--- config.mk ---
export PLATFORM = sky130hd
export DESIGN_NAME = sign_contr
export DESIGN_NICKNAME = d
export VERILOG_FILES = /design/src/rtl/sign_contr.sv
export SDC_FILE = /design/constraint.sdc
export NUM_CORES = 1
export LEC_CHECK = 0
export BUFFER_PORTS_ARGS = -buffer_cell sky130_fd_sc_hd__buf_2
export CAP_MARGIN = 20
export CORE_AREA = 2 2 39 41
export CTS_CLUSTER_DIAMETER = 30
export DETAILED_ROUTE_END_ITERATION = 8
export DIE_AREA = 0 0 41 43
export HOLD_SLACK_MARGIN = 0.08
export PLACE_DENSITY_LB_ADDON = 0.12
export SKIP_LAST_GASP = 1
export SYNTH_ARGS = -nofsm -noshare
export SYNTH_HDL_FRONTEND = slang
export SYNTH_SLANG_ARGS = --single-unit
export TNS_END_PERCENT = 30
--- constraint.sdc ---
create_clock -name CLOCK -period 2 [get_ports CLOCK]
set_input_delay 0.2 -clock CLOCK [delete_from_list [all_inputs] [get_ports CLOCK]]
set_output_delay 0.2 -clock CLOCK [all_outputs]
set_load 0.05 [all_outputs]
--- src/rtl/sign_contr.sv ---
// Two-road traffic signal controller: highway green by default, country road served on demand.
// Latency: one CLOCK from sensor sample to lamp change; yellow/all-red dwells set by parameters.
// No backpressure: free-running Moore machine, sensor sampled every edge, lamps always driven.

`ifndef TRUE
`define TRUE (1'b1)
`endif
`ifndef FALSE
`define FALSE (1'b0)
`endif

module sign_contr #(
  parameter int Y2R_DELAY = 3,  // cycles in each yellow state, >= 1
  parameter int R2G_DELAY = 2   // cycles in the all-red state, >= 1
) (
  output logic [1:0] MAIN_SIG,
  output logic [1:0] CNTRY_SIG,
  input  logic       CAR_ON_CNTRY_RD,
  input  logic       CLOCK,
  input  logic       CLEAR
);

  // Lamp encoding shared by both signal heads; 2'b11 is never produced.
  localparam logic [1:0] LAMP_RED    = 2'b00;
  localparam logic [1:0] LAMP_YELLOW = 2'b01;
  localparam logic [1:0] LAMP_GREEN  = 2'b10;

  // The counter only ever needs to reach delay-1 of the longest timed state.
  localparam int MAX_DELAY = (Y2R_DELAY > R2G_DELAY) ? Y2R_DELAY : R2G_DELAY;
  localparam int CW        = (MAX_DELAY > 1) ? $clog2(MAX_DELAY) : 1;

  localparam logic [CW-1:0] Y2R_LAST = CW'(Y2R_DELAY - 1);
  localparam logic [CW-1:0] R2G_LAST = CW'(R2G_DELAY - 1);

  typedef enum logic [2:0] {
    S0_MAIN_GREEN   = 3'd0,  // GREEN / RED
    S1_MAIN_YELLOW  = 3'd1,  // YELLOW / RED
    S2_ALL_RED      = 3'd2,  // RED / RED
    S3_CNTRY_GREEN  = 3'd3,  // RED / GREEN
    S4_CNTRY_YELLOW = 3'd4   // RED / YELLOW
  } state_t;

  state_t          state_q, state_d;
  logic [CW-1:0]   cnt_q, cnt_d;
  logic [1:0]      main_q, main_d;
  logic [1:0]      cntry_q, cntry_d;

  // Next state and dwell count; the count restarts from zero whenever the state changes.
  always_comb begin
    state_d = state_q;
    cnt_d   = '0;
    unique case (state_q)
      S0_MAIN_GREEN: begin
        if (CAR_ON_CNTRY_RD == `TRUE) state_d = S1_MAIN_YELLOW;
      end
      S1_MAIN_YELLOW: begin
        if (cnt_q == Y2R_LAST) state_d = S2_ALL_RED;
        else                   cnt_d   = cnt_q + 1'b1;
      end
      S2_ALL_RED: begin
        if (cnt_q == R2G_LAST) state_d = S3_CNTRY_GREEN;
        else                   cnt_d   = cnt_q + 1'b1;
      end
      S3_CNTRY_GREEN: begin
        // No maximum green: the country road keeps it while cars are present.
        if (CAR_ON_CNTRY_RD == `FALSE) state_d = S4_CNTRY_YELLOW;
      end
      S4_CNTRY_YELLOW: begin
        // A car arriving here waits for S0; the sensor is not looked at.
        if (cnt_q == Y2R_LAST) state_d = S0_MAIN_GREEN;
        else                   cnt_d   = cnt_q + 1'b1;
      end
      default: state_d = S0_MAIN_GREEN;  // recover from unused encodings
    endcase
    // Clear overrides every transition and holds the highway green.
    if (CLEAR) begin
      state_d = S0_MAIN_GREEN;
      cnt_d   = '0;
    end
  end

  // Lamp decode of the upcoming state, so the lamp registers always mirror the state register.
  always_comb begin
    main_d  = LAMP_RED;
    cntry_d = LAMP_RED;
    unique case (state_d)
      S0_MAIN_GREEN:   main_d  = LAMP_GREEN;
      S1_MAIN_YELLOW:  main_d  = LAMP_YELLOW;
      S2_ALL_RED:      ;
      S3_CNTRY_GREEN:  cntry_d = LAMP_GREEN;
      S4_CNTRY_YELLOW: cntry_d = LAMP_YELLOW;
      default:         ;
    endcase
  end

  // State, dwell counter and registered lamp outputs; CLEAR is folded into the next-state logic.
  always_ff @(posedge CLOCK) begin
    state_q <= state_d;
    cnt_q   <= cnt_d;
    main_q  <= main_d;
    cntry_q <= cntry_d;
  end

  assign MAIN_SIG  = main_q;
  assign CNTRY_SIG = cntry_q;

endmodule

# [Word-level counts from Yosys, hierarchy flattened]
# Cells that the tools add are included.
[word_totals] regBits=9 input_bits=3
[classes] eq_ne=9 addsub=1 reduce_logical=3 mux=12
[op_table] cell="$mux 3" n=6
[op_table] cell="$pmux 3 s5" n=1
[op_table] cell="$pmux 2 s2" n=3
[op_table] cell="$eq 3x2->1 const B" n=3
[op_table] cell="$eq 3x1->1 const B" n=2
[op_table] cell="$eq 3x3->1 const B" n=2
[op_table] cell="$logic_not 3->1" n=2
[op_table] cell="$mux 2" n=2
[op_table] cell="$add 2x1->2 const B" n=1
[op_table] cell="$eq 2x1->1 const B" n=1
[op_table] cell="$eq 2x2->1 const B" n=1
[op_table] cell="$reduce_or 2->1" n=1

# [Depth between registers and ports, before layout]
[depth] ltp_word=6 ltp_mapped=4

# [Worst setup path after synthesis]
# OpenSTA, ideal clock, no wires.
[synth_path] kind="register to register" from="register state_q[0]" to="register main_q[1], in the netlist MAIN_SIG[1]" slack_ns=0.937 synth_period_minus_slack_ns=1.063 path_buffers=1 path_stages_with_launch=5 arrival_ns=0.941 path_cell_list="dfxtp_1 > buf_4 > nor2_4 > nand2_1 > a221o_1"
[synth_via] elab_chain_cells=5
[synth_rtl] item="start: declaration" line_no="43" source="state_t state_q, state_d;"
[synth_rtl] item="start signal: assignment" line_no="98" source="state_q <= state_d;"
[synth_rtl] item="$eq 3x3->1 (tied with other cells)" line_no="52" source="unique case (state_q)"
[synth_rtl] item="$pmux 3 s5 (*)" line_no="52"
[synth_rtl] item="$mux 3 (*)" line_no="76" source="if (CLEAR) begin"
[synth_rtl] item="$eq 3x1->1 or $logic_not 3->1 (tied branches)" line_no="86" source="unique case (state_d)"
[synth_rtl] item="$pmux 2 s2 (*)" line_no="86"
[synth_rtl] item="via main_d[1]" line_no="45" source="logic [1:0] main_q, main_d;"
[synth_rtl] item="end signal: assignment" line_no="100" source="main_q <= main_d;"
[synth_rtl] item="end: declaration" line_no="45"
# Mark *: on every way through the listed nets, which the timed path passes. The rest lies on a longest branch.
# A chain may end at the register's enable or synchronous reset.

# [Worst setup path after layout]
[layout_path] from="register state_q[0]" to="register cnt_q[0]"
[layout_via] elab_chain_cells=3
[layout_rtl] item="$eq 3x3->1 or $eq 3x1->1 (tied branches)" line_no="52"
[layout_rtl] item="$reduce_or 2->1 (no source line)"
[layout_rtl] item="$pmux 2 s2 (*)" line_no="52"
[layout_rtl] item="end signal: assignment" line_no="99" source="cnt_q <= cnt_d;"
[layout_rtl] item="end: declaration" line_no="44" source="logic [CW-1:0] cnt_q, cnt_d;"
# Every way passes the cells marked *; elsewhere a longest branch is shown, timed or not.

==> impl_metrics.ini <==
[drt]
drc = 0
vias = 365
wl_per_cell_um = 11.80
antenna_left = 0
drt_pass1_iterations = 4
wl_um = 826
drt_iter0_markers = 8
viasPerCell = 5.214

[die]
std_cell_rows = 14
core_um2 = 1384
dieArea_um2 = 1763
io_pins = 7
start_util = 0.3273
die_w_um = 41
dieHeight_um = 43

[worst_setup_path]
crit_path_start_kind = flop
cpMaxStageDelayCell = dfxtp_1
cp_max_fo = 11
critPathKind = flop to flop
crit_path_cell_trace = and2b_4 > a221oi_2 > nor3_2
worstPathRequired_ns = 2.16
cp-end-kind = flop
cpPeakStageDelay_ns = 0.59
crit_arrival_ns = 1.45

[finish]
instances_no_fill = 70
final_cell_area_um2 = 510.5
final_cell_mix = 9 x dfxtp_1, 6 x buf_2, 5 x nor2_1
layout-drive-gt1-share = 0.2963
diodes = 0
nets = 58
area_growth_syn_to_layout_pct = 12.71
final_common_cell = dfxtp_1

[placed_design]
dp_hpwl_um = 646.1
preCtsSetupSlack_ns = 0.7199
place_area_um2 = 483.0
port_buffers = 6
placedCellCount = 66
gp_congestion = 0.7046

[clock_network]
ctsResizeCount = 0
cts_max_level = 1
ctsHoldBuffers = 0
cts-root-buf = clkbuf_4
cts_buffers = 3
clockBufferDepth = 2
cts_setup_buffers = 0
worstSkewPairLatency_ns = 0.27
clk_pin_slew_ns = 0.07
clock-sinks = 9
cts_tree = built

[grt]
antenna_found_initial = 0
grt_overflow = 0
grt_pass1_wl_um = 1297
track_usage = 0.1187
grt_pass1_vias = 331
grt_max_degree = 13

[power]
powerDensity_nw_per_um2 = 758.3
finalPower_uw = 387.1
ir_worst_vdd_mv = 0.4683
p_leak_nw = 0.2128

[timing]
rsz0062_at_grt = no
hold_violations = 0
fin_ws_ns = 0.7170
slew_violations = 0
worst_pin_slew_ns = 0.4330
max_clock_freq_mhz = 779.4
setup_viol = 0
fin_worst_skew_ns = 0.003745
max-slew-margin-rel = 0.7110
period_needed_ns = 1.283
finalSetupTns_ns = 0
fin_crit_sh = 0.6415

[run]
maxCapViolCount = 0

[logic_synthesis]
yosysWarnings = 0
synthCells = 47
synth_seq_cells = 9
synth_nets = 50
syn_area_um2 = 452.9
yosysSeqAreaShare = 0.3978
avgSynthCellArea_um2 = 9.637
synth_cell_types = 29

[min_path]
hold_class = primary input to flop

[outcome]
status = finished clean
[registers in the layout, summed over array words and instances, names as in the netlist]
| register | cells |
|---|---|
| state_q | 3 |
| cnt_q | 2 |
| MAIN_SIG | 2 |
| CNTRY_SIG | 2 |
[cells by family after synthesis]
group | synth area share
flip-flops | 0.3978
AO/OA/AOI/OAI | 0.1906
buffers and inverters | 0.06076
AND/OR/NAND/NOR | 0.3287
multiplexers | 0.02210
[routing by layer]
layer / track usage / part of all wire / vias to the layer above / wire length (µm)
met5: 0 / 0 / - / 0
met4: 0.1200 / 0.044 / 0 / 36
met2: 0.1719 / 0.47 / 8 / 389
met3: 0.03141 / 0.048 / 5 / 40
met1: 0.1262 / 0.44 / 170 / 361
li1: - / - / 182 / -
[worst max-delay path: cells and delay by family, from the launching register on]
family	cells	cell delay, ns
flops	1	0.59
simple gates	2	0.31
compound gates	1	0.28
[per-stage QoR]
stage	utilization	hold WS, ns
after detailed placement	0.3490	0.4522
after global placement	0.3490	0.4462
after floorplan	-	0.2709
final	0.3689	0.1661
after global routing	0.3689	0.1651
after CTS	0.3689	0.1676
[power by group]
part / switching [mW] / internal (mW)
Combinational: 0.0282 / 0.0180
Clock: 0.0725 / 0.0741
Sequential: 0.00857 / 0.186
[path summary, 6_finish.rpt]
path | cells after the start | from | endpoint | slack, ns
setup reg to reg | 3 | state_q[0] | cnt_q[0] | 0.72
hold / removal | 2 | CLEAR | cnt_q[0] | 0.17
hold reg to reg | 1 | cnt_q[0] | cnt_q[0] | 0.48
setup / recovery | 3 | state_q[0] | cnt_q[0] | 0.72
[cell type report]
cell class | instances | area, µm²
Clock inverter | 1 | 5.005
Clock buffer | 3 | 22.52
Sequential cell | 9 | 180.2
Timing Repair Buffer | 6 | 30.03
Tap cell | 16 | 20.02
Fill cell | 146 | 873.3
Inverter | 2 | 7.507
Multi-Input combinational cell | 33 | 245.2
[synth_stat cells]
library cell,count,area (µm²)
nand2_1,3,11.26
a22oi_1,1,7.510
a221oi_2,1,15.01
a211oi_1,1,7.510
buf_4,2,15.01
a2111oi_2,1,15.01
nor3b_1,1,7.510
o21ai_1,1,5.000
buf_2,1,5.000
mux2i_1,1,10.01
a31oi_1,1,6.260
o211a_1,1,10.01
nor2_4,1,11.26
and2b_1,1,7.510
nand4b_1,1,8.760
nor3_2,1,10.01
nor3_1,1,5.000
o21ai_0,1,5.000
nor2_1,5,18.77
nor2b_1,3,18.77
nor4b_2,1,15.01
and2b_4,1,10.01
a21oi_1,1,5.000
dfxtp_1,9,180.2
inv_1,2,7.510
a221o_1,1,10.01
nand2b_1,1,6.260
or2_1,1,6.260
and4bb_1,1,12.51
(Power assumes the default switching activity.)
